## src/rtl/cpu_defs_pkg.sv

```systemverilog
// Shared definitions for the multicycle RV32I-subset CPU: opcodes, control state codes,
// ALUop encodings and datapath mux-select codes.
package cpu_defs_pkg;

    localparam logic [6:0] OP_R   = 7'b0110011;
    localparam logic [6:0] OP_I   = 7'b0010011;
    localparam logic [6:0] OP_LD  = 7'b0000011;
    localparam logic [6:0] OP_ST  = 7'b0100011;
    localparam logic [6:0] OP_BR  = 7'b1100011;
    localparam logic [6:0] OP_JAL = 7'b1101111;

    typedef enum logic [3:0] {
        FETCH     = 4'd0,
        DECODE    = 4'd1,
        EXEC_R    = 4'd2,
        EXEC_I    = 4'd3,
        ALU_WB    = 4'd4,
        MEM_ADDR  = 4'd5,
        MEM_READ  = 4'd6,
        MEM_WB    = 4'd7,
        MEM_WRITE = 4'd8,
        BRANCH    = 4'd9,
        JAL       = 4'd10
    } state_t;

    localparam logic [1:0] ALUOP_ADD  = 2'b10;
    localparam logic [1:0] ALUOP_SUB  = 2'b01;
    localparam logic [1:0] ALUOP_FUNC = 2'b11;

    localparam logic [1:0] SRCA_PC    = 2'b00;
    localparam logic [1:0] SRCA_A     = 2'b01;
    localparam logic [1:0] SRCA_OLDPC = 2'b10;

    localparam logic [1:0] SRCB_B     = 2'b00;
    localparam logic [1:0] SRCB_4     = 2'b01;
    localparam logic [1:0] SRCB_IMM   = 2'b10;

    localparam logic [1:0] M2R_ALU    = 2'b00;
    localparam logic [1:0] M2R_MDR    = 2'b01;
    localparam logic [1:0] M2R_PC     = 2'b10;

    localparam logic IORD_PC     = 1'b0;
    localparam logic IORD_ALUOUT = 1'b1;

    localparam logic PCSRC_ALU    = 1'b0;
    localparam logic PCSRC_ALUOUT = 1'b1;

    // R-type ALUop: add/sub resolved here, OR/XOR deferred to ALUcontrol via func.
    function automatic logic [1:0] r_alu_op(input logic [3:0] func);
        logic [1:0] op;
        op = ALUOP_ADD;
        if (func == 4'b1000)
            op = ALUOP_SUB;
        else if (func[2:0] == 3'b110 || func[2:0] == 3'b100)
            op = ALUOP_FUNC;
        return op;
    endfunction

endpackage

```

## src/rtl/mc_control_fsm_if.sv

```systemverilog
// Control bundle between the main control FSM (slave side) and the datapath/IR (master side).
interface mc_control_fsm_if #(
    parameter int unsigned STATE_W = 4
);
    logic               cpu_en;
    logic [6:0]         opcode;
    logic [3:0]         func;
    logic               zero;
    logic               lt;
    logic               pc_we;
    logic               iord;
    logic               mem_rd;
    logic               mem_we;
    logic               ir_we;
    logic               reg_we;
    logic [1:0]         mem2reg;
    logic [1:0]         alu_src_a;
    logic [1:0]         alu_src_b;
    logic [1:0]         alu_op;
    logic               pc_src;
    logic               illegal;
    logic [STATE_W-1:0] dbg_state;

    modport master (
        output cpu_en, opcode, func, zero, lt,
        input  pc_we, iord, mem_rd, mem_we, ir_we, reg_we, mem2reg,
               alu_src_a, alu_src_b, alu_op, pc_src, illegal, dbg_state
    );

    modport slave (
        input  cpu_en, opcode, func, zero, lt,
        output pc_we, iord, mem_rd, mem_we, ir_we, reg_we, mem2reg,
               alu_src_a, alu_src_b, alu_op, pc_src, illegal, dbg_state
    );
endinterface

```

## src/rtl/mc_main_decode.sv

```systemverilog
// Combinational opcode classifier for the main control FSM.
module mc_main_decode
    import cpu_defs_pkg::*;
(
    input  logic [6:0] opcode,
    output logic       is_r,
    output logic       is_i,
    output logic       is_ld,
    output logic       is_st,
    output logic       is_br,
    output logic       is_jal
);

    always_comb begin
        is_r   = 1'b0;
        is_i   = 1'b0;
        is_ld  = 1'b0;
        is_st  = 1'b0;
        is_br  = 1'b0;
        is_jal = 1'b0;
        case (opcode)
            OP_R:    is_r   = 1'b1;
            OP_I:    is_i   = 1'b1;
            OP_LD:   is_ld  = 1'b1;
            OP_ST:   is_st  = 1'b1;
            OP_BR:   is_br  = 1'b1;
            OP_JAL:  is_jal = 1'b1;
            default: ;
        endcase
    end

endmodule

```

## src/rtl/mc_control_fsm.sv

```systemverilog
// Main control FSM of the multicycle CPU: sequences FETCH/DECODE/EXEC/MEM/WB and drives
// datapath enables, mux selects and the ALUop consumed by ALUcontrol.
module mc_control_fsm
    import cpu_defs_pkg::*;
#(
    parameter int unsigned STATE_W = 4,
    parameter bit          DBG_EN  = 1'b1
) (
    input  logic             clk,
    input  logic             rst_n,
    mc_control_fsm_if.slave  bus
);

    state_t     state;
    state_t     state_nxt;

    logic       is_r, is_i, is_ld, is_st, is_br, is_jal;

    logic       pc_we_r;
    logic       iord_r;
    logic       mem_rd_r;
    logic       mem_we_r;
    logic       ir_we_r;
    logic       reg_we_r;
    logic [1:0] mem2reg_r;
    logic [1:0] src_a_r;
    logic [1:0] src_b_r;
    logic [1:0] alu_op_r;
    logic       pc_src_r;
    logic       illegal_r;

    mc_main_decode u_decode (
        .opcode (bus.opcode),
        .is_r   (is_r),
        .is_i   (is_i),
        .is_ld  (is_ld),
        .is_st  (is_st),
        .is_br  (is_br),
        .is_jal (is_jal)
    );

    always_ff @(posedge clk or negedge rst_n) begin
        if (!rst_n)
            state <= FETCH;
        else if (bus.cpu_en)
            state <= state_nxt;
    end

    always_comb begin
        state_nxt = FETCH;
        pc_we_r   = 1'b0;
        iord_r    = IORD_PC;
        mem_rd_r  = 1'b0;
        mem_we_r  = 1'b0;
        ir_we_r   = 1'b0;
        reg_we_r  = 1'b0;
        mem2reg_r = M2R_ALU;
        src_a_r   = SRCA_PC;
        src_b_r   = SRCB_B;
        alu_op_r  = 2'b00;
        pc_src_r  = PCSRC_ALU;
        illegal_r = 1'b0;

        case (state)
            FETCH: begin
                mem_rd_r  = 1'b1;
                ir_we_r   = 1'b1;
                pc_we_r   = 1'b1;
                iord_r    = IORD_PC;
                src_a_r   = SRCA_PC;
                src_b_r   = SRCB_4;
                alu_op_r  = ALUOP_ADD;
                pc_src_r  = PCSRC_ALU;
                state_nxt = DECODE;
            end
            DECODE: begin
                // Speculative branch/jump target computed while the opcode is classified.
                src_a_r  = SRCA_OLDPC;
                src_b_r  = SRCB_IMM;
                alu_op_r = ALUOP_ADD;
                if (is_r)
                    state_nxt = EXEC_R;
                else if (is_i)
                    state_nxt = EXEC_I;
                else if (is_ld || is_st)
                    state_nxt = MEM_ADDR;
                else if (is_br)
                    state_nxt = BRANCH;
                else if (is_jal)
                    state_nxt = JAL;
                else begin
                    illegal_r = 1'b1;
                    state_nxt = FETCH;
                end
            end
            EXEC_R: begin
                src_a_r   = SRCA_A;
                src_b_r   = SRCB_B;
                alu_op_r  = r_alu_op(bus.func);
                state_nxt = ALU_WB;
            end
            EXEC_I: begin
                src_a_r   = SRCA_A;
                src_b_r   = SRCB_IMM;
                alu_op_r  = (bus.func[2:0] == 3'b100) ? ALUOP_FUNC : ALUOP_ADD;
                state_nxt = ALU_WB;
            end
            ALU_WB: begin
                reg_we_r  = 1'b1;
                mem2reg_r = M2R_ALU;
                state_nxt = FETCH;
            end
            MEM_ADDR: begin
                src_a_r  = SRCA_A;
                src_b_r  = SRCB_IMM;
                alu_op_r = ALUOP_ADD;
                if (is_ld)
                    state_nxt = MEM_READ;
                else if (is_st)
                    state_nxt = MEM_WRITE;
                else
                    state_nxt = FETCH;
            end
            MEM_READ: begin
                mem_rd_r  = 1'b1;
                iord_r    = IORD_ALUOUT;
                state_nxt = MEM_WB;
            end
            MEM_WB: begin
                reg_we_r  = 1'b1;
                mem2reg_r = M2R_MDR;
                state_nxt = FETCH;
            end
            MEM_WRITE: begin
                mem_we_r  = 1'b1;
                iord_r    = IORD_ALUOUT;
                state_nxt = FETCH;
            end
            BRANCH: begin
                src_a_r   = SRCA_A;
                src_b_r   = SRCB_B;
                alu_op_r  = ALUOP_SUB;
                pc_src_r  = PCSRC_ALUOUT;
                pc_we_r   = bus.func[2] ? bus.lt : bus.zero;
                state_nxt = FETCH;
            end
            JAL: begin
                pc_we_r   = 1'b1;
                pc_src_r  = PCSRC_ALUOUT;
                reg_we_r  = 1'b1;
                mem2reg_r = M2R_PC;
                state_nxt = FETCH;
            end
            default: state_nxt = FETCH;
        endcase
    end

    // Outputs are gated by rst_n so an asserted reset silences everything at once,
    // including the FETCH decode the state register is forced to.
    assign bus.pc_we     = rst_n & bus.cpu_en & pc_we_r;
    assign bus.mem_we    = rst_n & bus.cpu_en & mem_we_r;
    assign bus.ir_we     = rst_n & bus.cpu_en & ir_we_r;
    assign bus.reg_we    = rst_n & bus.cpu_en & reg_we_r;
    assign bus.iord      = rst_n & iord_r;
    assign bus.mem_rd    = rst_n & mem_rd_r;
    assign bus.pc_src    = rst_n & pc_src_r;
    assign bus.illegal   = rst_n & illegal_r;
    assign bus.mem2reg   = rst_n ? mem2reg_r : '0;
    assign bus.alu_src_a = rst_n ? src_a_r   : '0;
    assign bus.alu_src_b = rst_n ? src_b_r   : '0;
    assign bus.alu_op    = rst_n ? alu_op_r  : '0;

    if (DBG_EN) begin : g_dbg
        assign bus.dbg_state = rst_n ? STATE_W'(state) : '0;
    end else begin : g_nodbg
        assign bus.dbg_state = '0;
    end

endmodule
```

## src/flat_wrapper.sv

```systemverilog
// flat-port wrapper written by rule: the top's interface ports become plain ports
module mc_control_fsm_flat import cpu_defs_pkg::*;
#(
    parameter int unsigned STATE_W = 4,
    parameter bit          DBG_EN  = 1'b1
)
  (clk, rst_n, bus_cpu_en, bus_opcode, bus_func, bus_zero, bus_lt, bus_pc_we, bus_iord, bus_mem_rd, bus_mem_we, bus_ir_we, bus_reg_we, bus_mem2reg, bus_alu_src_a, bus_alu_src_b, bus_alu_op, bus_pc_src, bus_illegal, bus_dbg_state);
  mc_control_fsm_if #(.STATE_W(STATE_W)) bus_i ();
  input  logic clk;
  input  logic rst_n;
  input wire logic [$bits(bus_i.cpu_en)-1:0] bus_cpu_en;
  input wire logic [$bits(bus_i.opcode)-1:0] bus_opcode;
  input wire logic [$bits(bus_i.func)-1:0] bus_func;
  input wire logic [$bits(bus_i.zero)-1:0] bus_zero;
  input wire logic [$bits(bus_i.lt)-1:0] bus_lt;
  output wire logic [$bits(bus_i.pc_we)-1:0] bus_pc_we;
  output wire logic [$bits(bus_i.iord)-1:0] bus_iord;
  output wire logic [$bits(bus_i.mem_rd)-1:0] bus_mem_rd;
  output wire logic [$bits(bus_i.mem_we)-1:0] bus_mem_we;
  output wire logic [$bits(bus_i.ir_we)-1:0] bus_ir_we;
  output wire logic [$bits(bus_i.reg_we)-1:0] bus_reg_we;
  output wire logic [$bits(bus_i.mem2reg)-1:0] bus_mem2reg;
  output wire logic [$bits(bus_i.alu_src_a)-1:0] bus_alu_src_a;
  output wire logic [$bits(bus_i.alu_src_b)-1:0] bus_alu_src_b;
  output wire logic [$bits(bus_i.alu_op)-1:0] bus_alu_op;
  output wire logic [$bits(bus_i.pc_src)-1:0] bus_pc_src;
  output wire logic [$bits(bus_i.illegal)-1:0] bus_illegal;
  output wire logic [$bits(bus_i.dbg_state)-1:0] bus_dbg_state;
  assign bus_i.cpu_en = bus_cpu_en;
  assign bus_i.opcode = bus_opcode;
  assign bus_i.func = bus_func;
  assign bus_i.zero = bus_zero;
  assign bus_i.lt = bus_lt;
  assign bus_pc_we = bus_i.pc_we;
  assign bus_iord = bus_i.iord;
  assign bus_mem_rd = bus_i.mem_rd;
  assign bus_mem_we = bus_i.mem_we;
  assign bus_ir_we = bus_i.ir_we;
  assign bus_reg_we = bus_i.reg_we;
  assign bus_mem2reg = bus_i.mem2reg;
  assign bus_alu_src_a = bus_i.alu_src_a;
  assign bus_alu_src_b = bus_i.alu_src_b;
  assign bus_alu_op = bus_i.alu_op;
  assign bus_pc_src = bus_i.pc_src;
  assign bus_illegal = bus_i.illegal;
  assign bus_dbg_state = bus_i.dbg_state;
  mc_control_fsm #(.STATE_W(STATE_W), .DBG_EN(DBG_EN)) u_core (.clk(clk), .rst_n(rst_n), .bus(bus_i));
endmodule
```

## config.mk

```make
export PLATFORM = sky130hd
export DESIGN_NAME = mc_control_fsm_flat
export DESIGN_NICKNAME = d
export VERILOG_FILES = /design/src/rtl/cpu_defs_pkg.sv /design/src/rtl/mc_control_fsm_if.sv /design/src/rtl/mc_main_decode.sv /design/src/rtl/mc_control_fsm.sv /design/src/flat_wrapper.sv
export SDC_FILE = /design/constraint.sdc
export NUM_CORES = 1
export LEC_CHECK = 0
export CORE_UTILIZATION = 42
export CTS_BUF_LIST = sky130_fd_sc_hd__clkbuf_16
export CTS_CLUSTER_SIZE = 14
export DETAILED_ROUTE_END_ITERATION = 8
export GPL_TIMING_DRIVEN = 0
export HOLD_SLACK_MARGIN = 0.06
export PLACE_DENSITY = 0.9
export SLEW_MARGIN = 20
export SYNTH_ARGS = -nofsm -noshare
export SYNTH_HDL_FRONTEND = slang
export SYNTH_SLANG_ARGS = --single-unit
```

## constraint.sdc

```tcl
create_clock -name clk -period 2.2 [get_ports clk]
set_input_delay 0.44 -clock clk [delete_from_list [all_inputs] [get_ports clk]]
set_output_delay 0.44 -clock clk [all_outputs]
set_load 0.01 [all_outputs]
```

==> summary.txt <==
YOSYS
--------------------------------------------------------------------------------------
Number of flops mapped to enable cells by yosys                                      0
Nets in the synthesized netlist                                                    117
Largest cells by area after synthesis                                     sky130_fd_sc_hd__dfrtp_1, sky130_fd_sc_hd__nor2_1, sky130_fd_sc_hd__a21oi_1
Seq/Total Area, Yosys                                                            14.7%
Yosys cell types                                                                    38
Synth Register Bits                                                                  4
Post-synth design cell area                                                  682 sq um
Post-synthesis cell type with the largest combined area                   sky130_fd_sc_hd__dfrtp_1
Ys async rst share                                                                100%
Number of warning messages in the yosys log                                          0
Cell count after synthesis                                                         101
Primary FF master, synth                                                  sky130_fd_sc_hd__dfrtp_1
Top cell type's share of synthesized area                                        14.7%
Mean post-synth cell area                                                   6.75 sq um

FINISH
--------------------------------------------------------------------------------------
Number of inserted filler cells in the final layout                                119
Top library cells by usage in the layout, fill and taps aside             sky130_fd_sc_hd__clkdlybuf4s50_1, sky130_fd_sc_hd__nor2_1, sky130_fd_sc_hd__dlygate4sd2_1, sky130_fd_sc_hd__nand2_1, sky130_fd_sc_hd__a21oi_1
Layout overhead on the synthesized area                                          68.8%
Final core area utilization                                                      76.4%
Number of flip-flops in the largest register                                         4
Leading cell type in the layout, fill and taps excluded                   sky130_fd_sc_hd__clkdlybuf4s50_1
Storage element area                                                         103 sq um
Count of non-filler cells in the finished layout                                   155
Design Area, Final                                                          1150 sq um
Largest registers in the final layout                                     u_core.state x4
Area of combinational cells with multiple inputs                             531 sq um
Final layout net count                                                             157
Ratio of cells with drive above 1 in the final layout                            16.5%
Register with the most flip-flops                                         u_core.state
Diode count                                                                          0

WORST SETUP PATH
--------------------------------------------------------------------------------------
Library cell contributing the largest single delay on the critical path   sky130_fd_sc_hd__clkdlybuf4s50_1
Type of origin of the critical path                                       primary input
Data required time at the worst endpoint                                       1.76 ns
Reg-to-Reg Start                                                          u_core.state[1]
CP arrival                                                                     1.71 ns
Critical Path Sink Type                                                    output port
Crit path buf inv count                                                              2
Peak per-stage delay on the critical path                                      0.58 ns
Crit Path Class                                                                 in2out
Peak fanout along the critical path                                                  5
Critical Path, Cell by Cell                                               clkdlybuf4s50_1 -> nand2_1 -> nor4_1 -> dlygate4sd2_1
Largest delay share family, worst path                                    buffers and inverters
Worst setup path start                                                      bus_cpu_en

DETAILED ROUTING
--------------------------------------------------------------------------------------
Iteration-0 DRC Markers                                                             21
Final wirelength                                                               2.30 mm
Routed met3 length                                                              220 um
Final ANT Viol Nets                                                                  0
Highest metal layer with signal wires                                             met4
Total number of vias                                                               955
Average wire per cell in the routed design                                     14.9 um
Drt via density                                                                   6.16
First-pass detailed-route iteration total                                            4
Length of routed met2 wiring                                                   1.13 mm
DRC                                                                                  0
Post-Route M1 WL                                                                840 um

STA
--------------------------------------------------------------------------------------
Final cycle utilization of the critical path                                     97.8%
Max-Slew Margin vs Limit                                                         77.4%
Actual slew at the worst max-slew pin                                         0.337 ns
Final-report setup violation count                                                   0
Worst Hold Slack                                                              0.120 ns
Final worst clock skew                                                      0.00144 ns
Hold Violations, Final                                                               0
Peak clock frequency supported by timing                                       465 MHz
Setup repair after global routing missed its margin                                 no
Post-route setup TNS                                                              0 ns
Number of slew-limit violations in the final report                                  0
Final critical path time including I/O delays and setup                        2.15 ns

PLACE
--------------------------------------------------------------------------------------
Final Wtd Congestion                                                             0.819
# port buffers                                                                      35
Number of instances in the placed design                                           152
HPWL after detailed placement                                                  1.61 mm
Area of placed instances                                                    1050 sq um

PWR
--------------------------------------------------------------------------------------
Static leakage                                                                0.592 nW
Worst voltage drop across the vdd grid                                      0.000357 V
Part of the total power dissipated in combinational logic                        33.4%
Cell Pwr Density                                                           500 nW/um^2
Share of total power in sequential cells                                         15.5%
Clock share of power                                                             51.1%
Switching power                                                             0.000172 W
Switching portion of total power                                                 29.8%
Internal                                                                    0.000404 W

CTS
--------------------------------------------------------------------------------------
Clock Latency Late Sink                                                        0.23 ns
H-tree lvl count                                                                     1
Number of clock sinks                                                                4
CTS Root Buffer Type                                                      sky130_fd_sc_hd__clkbuf_16
CTS tree                                                                         built
CTS buffer count                                                                     3
CTS Hold Buffers Added                                                               0
Clock-pin slew of the registers on the worst-case setup and hold paths         0.03 ns
Maximum buffer depth of the clock tree                                               2

JOB
--------------------------------------------------------------------------------------
Number of maximum-capacitance constraint violations                                  0

GLOBAL ROUTE
--------------------------------------------------------------------------------------
Overall Global Routing Usage                                                     27.4%
Grt ovf                                                                              0
Wire length of the first global-routing pass                                   3.78 mm
Vias in the first global route                                                     935
Initial antenna violation count                                                      0
Largest net degree at the start of global routing                                   11

DIE
--------------------------------------------------------------------------------------
Die area                                                                    1790 sq um
Core region area                                                            1510 sq um
Top-level port count                                                                36
Number of standard-cell rows in the floorplan                                       14
Die Span X                                                                     42.3 um
Initial core utilization                                                         45.3%
Die outline height                                                             42.3 um

MIN PATH
--------------------------------------------------------------------------------------
Kind of path behind the tightest hold check                                   in2async

OUTCOME
--------------------------------------------------------------------------------------
Result of the run                                                            completed

==> metrics by stage <==
step / setup slack [ns] / total power, W
2_1_floorplan: 0.562 / 0.000186
3_3_place_gp: -0.657 / 0.000277
3_5_place_dp: -0.660 / 0.000284
4_1_cts: 0.00351 / 0.000569
5_1_grt: 0.000573 / 0.000595
6_report: 0.0478 / 0.000576
==> final cells by class <==
type,instances,area share [%]
Multi-Input combinational cell,85,46.1
Timing Repair Buffer,35,30.4
Sequential cell,4,8.91
Clock buffer,3,6.52
Buffer,7,4.67
Tap cell,16,1.74
Inverter,5,1.63
==> repair_timing <==
action                                 in CTS  in global routing
setup endpoints to repair                  20                 10
resized for setup                          25                 11
pin swaps                                   0                  1
buffers inserted                            0                  0
endpoints found under the hold margin       0                  0
==> per-layer routing <==
| layer | track usage (%) | vias up |
|---|---|---|
| li1 | - | 435 |
| met1 | 27.7 | 436 |
| met2 | 50.2 | 70 |
| met3 | 5.60 | 14 |
| met4 | 17.5 | 0 |
| met5 | 0 | - |
==> final timing paths <==
check                                  endpoint  slack (ns)  cells after the start
worst max-delay path                 bus_mem_we        0.05                      4
worst min-delay path            u_core.state[3]        0.12                      1
worst max register to register  u_core.state[1]        0.90                      5
worst min register to register  u_core.state[1]        0.66                      2
max in group asynchronous       u_core.state[2]        1.92                      1
min in group clk                u_core.state[1]        0.66                      2
==> kinds of logic (layout without fill, tap and decap cells) <==
kind of cell    Yosys count  count (layout)  share of synthesized area (%)
flops                     4               4                           14.7
xor+xnor                  3               3                           3.85
mux                       2               2                           2.94
simple gates             54              54                           42.9
buf+inv                  12              50                           8.99
compound gates           26              26                           26.6
==> synthesized netlist by cell type (2+ instances only) <==
cell type and number:
sky130_fd_sc_hd__nand3_1 3, sky130_fd_sc_hd__xnor2_1 2, sky130_fd_sc_hd__nand2b_1 5, sky130_fd_sc_hd__nor3_1 7, sky130_fd_sc_hd__a21oi_1 10, sky130_fd_sc_hd__o2bb2ai_1 2
sky130_fd_sc_hd__o211ai_1 2, sky130_fd_sc_hd__buf_2 4, sky130_fd_sc_hd__and2_1 3, sky130_fd_sc_hd__mux2i_1 2, sky130_fd_sc_hd__inv_1 4, sky130_fd_sc_hd__dfrtp_1 4
sky130_fd_sc_hd__nand2_1 10, sky130_fd_sc_hd__a31oi_1 2, sky130_fd_sc_hd__nor4_1 3, sky130_fd_sc_hd__nor2b_1 3, sky130_fd_sc_hd__nor2_1 14
==> power groups by stage <==
stage	sequential [W]	clock (W)	combinational (W)
3_5_place_dp	0.0000873	0	0.000197
5_1_grt	0.0000898	0.000296	0.000209
3_3_place_gp	0.0000868	0	0.000191
2_1_floorplan	0.0000860	0	0.000100
6_report	0.0000892	0.000294	0.000192
4_1_cts	0.0000878	0.000290	0.000192
==> worst reg2reg max path, cell delays in order (launching register included) <==
cell and delay (ns):
sky130_fd_sc_hd__dfrtp_1 0.37, sky130_fd_sc_hd__buf_6 0.14, sky130_fd_sc_hd__nand2b_4 0.17, sky130_fd_sc_hd__nor4_1 0.32, sky130_fd_sc_hd__a22oi_2 0.10, sky130_fd_sc_hd__o31ai_2 0.09
Note: power is estimated with default switching activity, not from simulation.
